File: src/rtl/bcd_multimode_timer.sv
// ============================================================================
// Module   : bcd_multimode_timer
// Brief    : HH:MM:SS packed-BCD countdown / count-up timer with pause,
//            auto-reload, preset validation and a timed alarm ring.
// Revision : 1.0 - initial release
// ============================================================================
`default_nettype none

module bcd_multimode_timer #(
    parameter int TICK_DIV    = 1000,
    parameter int MAX_HOURS   = 99,
    parameter int RING_CYCLES = 5000
) (
    input  logic       clk,
    input  logic       rst_n,
    input  logic       load,
    input  logic       start,
    input  logic       pause,
    input  logic       clear,
    input  logic       ring_ack,
    input  logic       mode_up,
    input  logic       auto_reload,
    input  logic [7:0] hour_bcd_in,
    input  logic [7:0] minute_bcd_in,
    input  logic [7:0] second_bcd_in,
    output logic [7:0] hour_out_bcd,
    output logic [7:0] minute_out_bcd,
    output logic [7:0] second_out_bcd,
    output logic [1:0] state_out,
    output logic       expired,
    output logic       ring,
    output logic       load_err
);

    localparam int PW = (TICK_DIV > 1) ? $clog2(TICK_DIV) : 1;
    localparam int RW = (RING_CYCLES > 1) ? $clog2(RING_CYCLES) : 1;
    localparam logic [PW-1:0] c_tick_last  = PW'(TICK_DIV - 1);
    localparam logic [PW-1:0] c_presc_one  = PW'(1);
    localparam logic [RW-1:0] c_ring_last  = RW'((RING_CYCLES > 0) ? RING_CYCLES - 1 : 0);
    localparam logic [RW-1:0] c_ring_one   = RW'(1);
    localparam logic [7:0]    c_max_hours  = 8'(MAX_HOURS);
    localparam bit            c_ring_timed = (RING_CYCLES != 0);

    typedef enum logic [1:0] {
        ST_IDLE  = 2'b00,
        ST_RUN   = 2'b01,
        ST_PAUSE = 2'b10,
        ST_RING  = 2'b11
    } state_t;

    state_t          r_state, w_state_nxt;
    logic [23:0]     r_count, r_preset;
    logic            r_mode_up, r_auto_reload, r_reload_pend;
    logic [PW-1:0]   r_presc;
    logic [RW-1:0]   r_ring_cnt;
    logic            r_ring, r_expired, r_load_err;
    logic [7:0]      r_hour_out, r_minute_out, r_second_out;

    logic [7:0]      w_hours_bin;
    logic            w_preset_ok, w_count_en, w_tick, w_expire;
    logic            w_borrow_s, w_borrow_m, w_carry_s, w_carry_m;
    logic [23:0]     w_dn, w_up, w_step, w_count_nxt;

    function automatic logic [7:0] bcd_inc(input logic [7:0] v, input logic [3:0] tens_max);
        logic [7:0] r;
        if (v == {tens_max, 4'h9})  r = 8'h00;
        else if (v[3:0] == 4'h9)    r = {v[7:4] + 4'h1, 4'h0};
        else                        r = {v[7:4], v[3:0] + 4'h1};
        return r;
    endfunction

    function automatic logic [7:0] bcd_dec(input logic [7:0] v, input logic [3:0] tens_max);
        logic [7:0] r;
        if (v == 8'h00)             r = {tens_max, 4'h9};
        else if (v[3:0] == 4'h0)    r = {v[7:4] - 4'h1, 4'h9};
        else                        r = {v[7:4], v[3:0] - 4'h1};
        return r;
    endfunction

    always_comb begin
        w_hours_bin = {1'b0, hour_bcd_in[7:4], 3'b000} + {3'b000, hour_bcd_in[7:4], 1'b0}
                    + {4'h0, hour_bcd_in[3:0]};
        w_preset_ok = (hour_bcd_in[7:4] <= 4'd9)   && (hour_bcd_in[3:0] <= 4'd9)
                   && (minute_bcd_in[7:4] <= 4'd5) && (minute_bcd_in[3:0] <= 4'd9)
                   && (second_bcd_in[7:4] <= 4'd5) && (second_bcd_in[3:0] <= 4'd9)
                   && (w_hours_bin <= c_max_hours);

        // ring_ack outranks pause, so an ack in RUN keeps the count moving
        w_count_en = (r_state == ST_RUN) && !clear && !load && (ring_ack || !pause);
        w_tick     = w_count_en && (r_presc == c_tick_last);

        w_borrow_s = (r_count[7:0] == 8'h00);
        w_borrow_m = w_borrow_s && (r_count[15:8] == 8'h00);
        w_dn = {w_borrow_m ? bcd_dec(r_count[23:16], 4'h9) : r_count[23:16],
                w_borrow_s ? bcd_dec(r_count[15:8], 4'h5)  : r_count[15:8],
                bcd_dec(r_count[7:0], 4'h5)};
        if (r_count == 24'h0)
            w_dn = 24'h0;

        w_carry_s = (r_count[7:0] == 8'h59);
        w_carry_m = w_carry_s && (r_count[15:8] == 8'h59);
        w_up = {w_carry_m ? bcd_inc(r_count[23:16], 4'h9) : r_count[23:16],
                w_carry_s ? bcd_inc(r_count[15:8], 4'h5)  : r_count[15:8],
                bcd_inc(r_count[7:0], 4'h5)};

        w_step      = r_mode_up ? w_up : w_dn;
        w_count_nxt = r_reload_pend ? (r_mode_up ? 24'h0 : r_preset) : w_step;
        w_expire    = w_tick && !r_reload_pend
                   && (r_mode_up ? (w_step == r_preset) : (w_step == 24'h0));
    end

    always_comb begin
        w_state_nxt = r_state;
        if (clear) begin
            w_state_nxt = ST_IDLE;
        end else if (load) begin
            if (w_preset_ok)
                w_state_nxt = ST_IDLE;
        end else if (w_expire && !r_auto_reload) begin
            w_state_nxt = ST_RING;
        end else if (ring_ack) begin
            if (r_state == ST_RING)
                w_state_nxt = ST_IDLE;
        end else if (pause) begin
            if (r_state == ST_RUN)
                w_state_nxt = ST_PAUSE;
        end else if (start) begin
            if ((r_state == ST_IDLE && r_preset != 24'h0) || r_state == ST_PAUSE)
                w_state_nxt = ST_RUN;
        end
    end

    always_ff @(posedge clk) begin
        if (!rst_n)
            r_state <= ST_IDLE;
        else
            r_state <= w_state_nxt;
    end

    always_ff @(posedge clk) begin
        if (!rst_n) begin
            r_count       <= 24'h0;
            r_preset      <= 24'h0;
            r_mode_up     <= 1'b0;
            r_auto_reload <= 1'b0;
            r_reload_pend <= 1'b0;
            r_presc       <= '0;
            r_ring_cnt    <= '0;
            r_ring        <= 1'b0;
            r_expired     <= 1'b0;
            r_load_err    <= 1'b0;
            r_hour_out    <= 8'h00;
            r_minute_out  <= 8'h00;
            r_second_out  <= 8'h00;
        end else begin
            r_expired    <= 1'b0;
            r_load_err   <= 1'b0;
            r_hour_out   <= r_count[23:16];
            r_minute_out <= r_count[15:8];
            r_second_out <= r_count[7:0];
            if (clear) begin
                r_count       <= 24'h0;
                r_preset      <= 24'h0;
                r_mode_up     <= 1'b0;
                r_auto_reload <= 1'b0;
                r_reload_pend <= 1'b0;
                r_presc       <= '0;
                r_ring_cnt    <= '0;
                r_ring        <= 1'b0;
            end else if (load) begin
                if (w_preset_ok) begin
                    r_preset      <= {hour_bcd_in, minute_bcd_in, second_bcd_in};
                    r_count       <= mode_up ? 24'h0 : {hour_bcd_in, minute_bcd_in, second_bcd_in};
                    r_mode_up     <= mode_up;
                    r_auto_reload <= auto_reload;
                    r_reload_pend <= 1'b0;
                    r_presc       <= '0;
                    r_ring_cnt    <= '0;
                    r_ring        <= 1'b0;
                end else begin
                    r_load_err <= 1'b1;
                end
            end else begin
                if (r_state == ST_IDLE && w_state_nxt == ST_RUN)
                    r_presc <= '0;
                if (w_count_en) begin
                    r_presc <= w_tick ? '0 : r_presc + c_presc_one;
                    if (w_tick) begin
                        r_count       <= w_count_nxt;
                        r_reload_pend <= w_expire && r_auto_reload;
                    end
                end
                if (w_expire) begin
                    r_expired  <= 1'b1;
                    r_ring     <= 1'b1;
                    r_ring_cnt <= '0;
                end else if (ring_ack) begin
                    r_ring <= 1'b0;
                end else if (c_ring_timed && r_ring) begin
                    if (r_ring_cnt == c_ring_last)
                        r_ring <= 1'b0;
                    else
                        r_ring_cnt <= r_ring_cnt + c_ring_one;
                end
            end
        end
    end

    assign hour_out_bcd   = r_hour_out;
    assign minute_out_bcd = r_minute_out;
    assign second_out_bcd = r_second_out;
    assign state_out      = r_state;
    assign expired        = r_expired;
    assign ring           = r_ring;
    assign load_err       = r_load_err;

endmodule

`default_nettype wire
File: config.mk
export PLATFORM = sky130hd
export DESIGN_NAME = bcd_multimode_timer
export DESIGN_NICKNAME = d
export VERILOG_FILES = /design/src/rtl/bcd_multimode_timer.sv
export SDC_FILE = /design/constraint.sdc
export NUM_CORES = 1
export LEC_CHECK = 0
export ABC_AREA = 1
export CORE_AREA = 8 8 129 131
export DETAILED_ROUTE_END_ITERATION = 7
export DIE_AREA = 0 0 137 139
export PLACE_DENSITY = 0.73
export SYNTH_ARGS = -nofsm -noshare
export SYNTH_HDL_FRONTEND = slang
export SYNTH_SLANG_ARGS = --single-unit
File: constraint.sdc
create_clock -name clk -period 5.5 [get_ports clk]
set_clock_uncertainty 0.1 [all_clocks]
set_input_delay 0.55 -clock clk [delete_from_list [all_inputs] [get_ports clk]]
set_output_delay 0.55 -clock clk [all_outputs]
set_load 0.01 [all_outputs]
==> out/summary.txt <==
Status - finished, final reports clean
Pre-Repair DR Iteration Count - 6
CP max stage delay - 0.57 ns
Cell Chain, Critical Path - clkdlybuf4s50_1 > fa_1 > fa_1 > nand2_1 > nand2_1 > nand2_1 > o21ai_0 > nand2_1 > nand2_1 > o311ai_0 > nand2_1 > nor2_1 > clkinv_1 > buf_4 > nand2_1 > inv_1 > a221oi_1 > a211oi_1
Primary FF master, synth - dfxtp_1
CTS clk-pin slew, worst paths - 0.07 ns
Cell repeated most along the worst path - nand2_1
Net Sw Power - 441 uW
Initial Utilization - 49.4%
Sequential area share after synthesis - 28.3%
Clock share of power - 40.9%
Max Cap Viol - 0
R2R Path End - r_ring_cnt[8]$_SDFFE_PP0P_
RSZ-0062 raised after global routing - false
Fin crit share - 74.1%
Slowest-stage cell, CP - clkdlybuf4s50_1
FP Rows - 45
GR Util met2 - 34.0%
Vias in the first global route - 6,736
Sw frac - 26.9%
Die Ht - 139 um
Worst Hold Launch - r_presc[9]$_SDFFE_PP0P_
Final #Nets - 1,218
Reg2Reg Depth - 23
Final min period - 4.08 ns
Asr flop ratio synth - 0%
R2r setup slk - 2.04 ns
Most frequent cells in the layout - nand2_1 (276), inv_1 (132), dfxtp_1 (103), nand3_1 (98), o21ai_0 (78)
Critical register-to-register path startpoint - r_count[0]$_SDFFE_PP0P_
Critical Path End Type - flip-flop
Number of synthesized flops with an enable pin - 0
Post-synth cell types - 50
Mapped cell area - 7290 um^2
Peak supply drop - 0.152 mV
WP data required - 5.61 ns
Synth Warn # - 0
Clock Path Buffers - 2
Reg power frac - 45.8%
Post-CTS Setup Bufs - 0
CTS tree - done
Htree depth - 3
Detailed-route via count - 7,388
GR peak layer - met2
Drt drc - 0
Die width - 137 um
Setup TNS - 0 ns
Full die area - 19,000 um^2
GR Util met1 - 27.7%
HP Class - flip-flop to flip-flop
Avg Cell Area, Syn - 6.52 um^2
Vias/cell - 5.48
Worst Setup Slack, final - 1.42 ns
#FFs+latches synth - 103
Final setup vio count - 0
Total gr overflow - 0
Slew Limit Headroom - 34.1%
Placement Setup Slack - 1.04 ns
CTS resizes - 0
Most common cell after layout, fill and taps aside - nand2_1
Max-slew violations - 0
First-pass GRT wire length - 33.2 mm
Highest Clock Rate - 245 MHz
Worst Tran Pin Value - 0.985 ns
Int Pwr - 1200 uW
Power Density - 198 nW/um^2
DR iter-0 viols - 775
ANT cells - 0
Detailed-route wire length per cell - 14.9 um
Largest net degree at the start of global routing - 40
Hold Fails Final Rpt - 0
Core footprint - 14,800 um^2
Worst Hold Endpoint - r_presc[9]$_SDFFE_PP0P_
Post-synth net total - 1,183
Worst skew pair latency - 0.36 ns
Total clock buffers created by CTS - 9
Clock tree root driver cell - clkbuf_16
Global Route Usage Sum - 21.2%
Setup Crit Path Kind - input pin to flip-flop
Placed instance area - 7960 um^2
GP Congestion - 0.923
WP data arrival - 4.19 ns
WL final - 20.1 mm
Ports - 62
Syn Inst Count - 1,119
Number of routed nets with antenna violations - 0
Area Growth Syn to Fin - 13.3%
# hold bufs at CTS - 0
Hold Path Depth - 2
Initial antenna violation count - 0
Cell area after layout - 8260 um^2
Post-DP HPWL - 14.6 mm
Met3 Use GR - 3.44%
Critical Path Fanout Max - 23
CP Launch Type - input pin
LEAKAGE - 0.00365 uW
PortBufs - 61
Share of layout cells above drive strength 1 - 8.54%
TritonCTS Sinks - 103
Comb pwr share - 13.4%
==> cell usage after synthesis, drive strengths merged (3+ instances only) <==
| library cell | number | area [um^2] |
|---|---|---|
| dfxtp | 103 | 2060 |
| a21oi | 87 | 480 |
| buf | 18 | 144 |
| xor2 | 18 | 158 |
| clkbuf | 29 | 109 |
| o21ai | 86 | 430 |
| clkinv | 4 | 15.0 |
| nor2 | 87 | 409 |
| a221oi | 9 | 78.8 |
| xnor2 | 3 | 26.3 |
| nand4 | 22 | 138 |
| inv | 145 | 552 |
| o22ai | 11 | 68.8 |
| nand2 | 303 | 1220 |
| nand3 | 107 | 611 |
| o211ai | 4 | 30.0 |
| nor4 | 5 | 31.3 |
| a211oi | 9 | 67.6 |
| nand3b | 3 | 22.5 |
| a22oi | 9 | 67.6 |
| nor3 | 13 | 65.1 |
| ha | 29 | 363 |
| o2111ai | 3 | 26.3 |
==> power groups by stage <==
stage	Clock, uW	Sequential (uW)	Combinational [uW]
6_report	669	750	219
5_1_grt	718	750	245
4_1_cts	680	750	218
3_5_place_dp	0	767	217
3_3_place_gp	0	767	215
2_1_floorplan	0	767	143
==> through the flow <==
step	power (uW)	util [%]	instances	hold WS, ns
floorplan	910	-	1119	0.341
global placement	982	54.0	1331	0.352
detailed placement	984	54.0	1331	0.356
CTS	1650	56.0	1347	0.367
global route	1710	56.0	1347	0.384
finish	1640	56.0	1347	0.365
==> worst max-delay path: cells and delay by family <==
kind | cells | cell delay [ns]
AOI/OAI and AO/OA | 4 | 0.57
and+or+nand+nor | 8 | 0.84
adders and majority gates | 2 | 0.98
buffers and inverters | 4 | 1.23
==> registers in the layout, summed over array words and instances (netlist names) <==
name and count:
r_ring_cnt 13, second_out_bcd 8, r_auto_reload 1, r_count 24, expired 1, ring 1, load_err 1, r_preset 24
minute_out_bcd 8, hour_out_bcd 8, state_out 2, r_reload_pend 1, r_mode_up 1, r_presc 10
==> logic make-up after synthesis <==
logic type | after synthesis | share of synthesized area [%]
AO/OA/AOI/OAI | 226 | 18.0
XOR/XNOR | 21 | 2.52
adder cells (fa/ha/maj) | 31 | 5.52
buffers and inverters | 196 | 11.2
flip-flops | 103 | 28.3
AND/OR/NAND/NOR | 542 | 34.5
==> area by class of cell <==
cell class	count	area (um^2)
fillers	1430	6490
multi-input cells	820	4410
flip-flops and latches	103	2060
repair buffers	71	686
inverters	149	567
clock buffers	12	246
well taps	188	235
clock inverters	4	53.8
==> how the worst max path moves through the flow <==
stage / from / to / slack (ns) / cells past startpoint
finish: hour_bcd_in[6] / r_count[2]$_SDFFE_PP0P_ / 1.42 / 18
global route: hour_bcd_in[3] / r_count[1]$_SDFFE_PP0P_ / 1.00 / 18
CTS: hour_bcd_in[3] / r_count[2]$_SDFFE_PP0P_ / 1.40 / 18
detailed placement: hour_bcd_in[6] / r_count[2]$_SDFFE_PP0P_ / 1.04 / 18
global placement: hour_bcd_in[6] / r_count[21]$_SDFFE_PP0P_ / 1.14 / 13
floorplan: hour_bcd_in[3] / r_count[10]$_SDFFE_PP0P_ / 2.10 / 16
==> per-layer routing <==
metal / wire (um) / vias up
li1: - / 3755
met1: 8950 / 3342
met2: 9400 / 260
met3: 1330 / 31
met4: 442 / 0
met5: 0 / -
(Power assumes the default switching activity.)
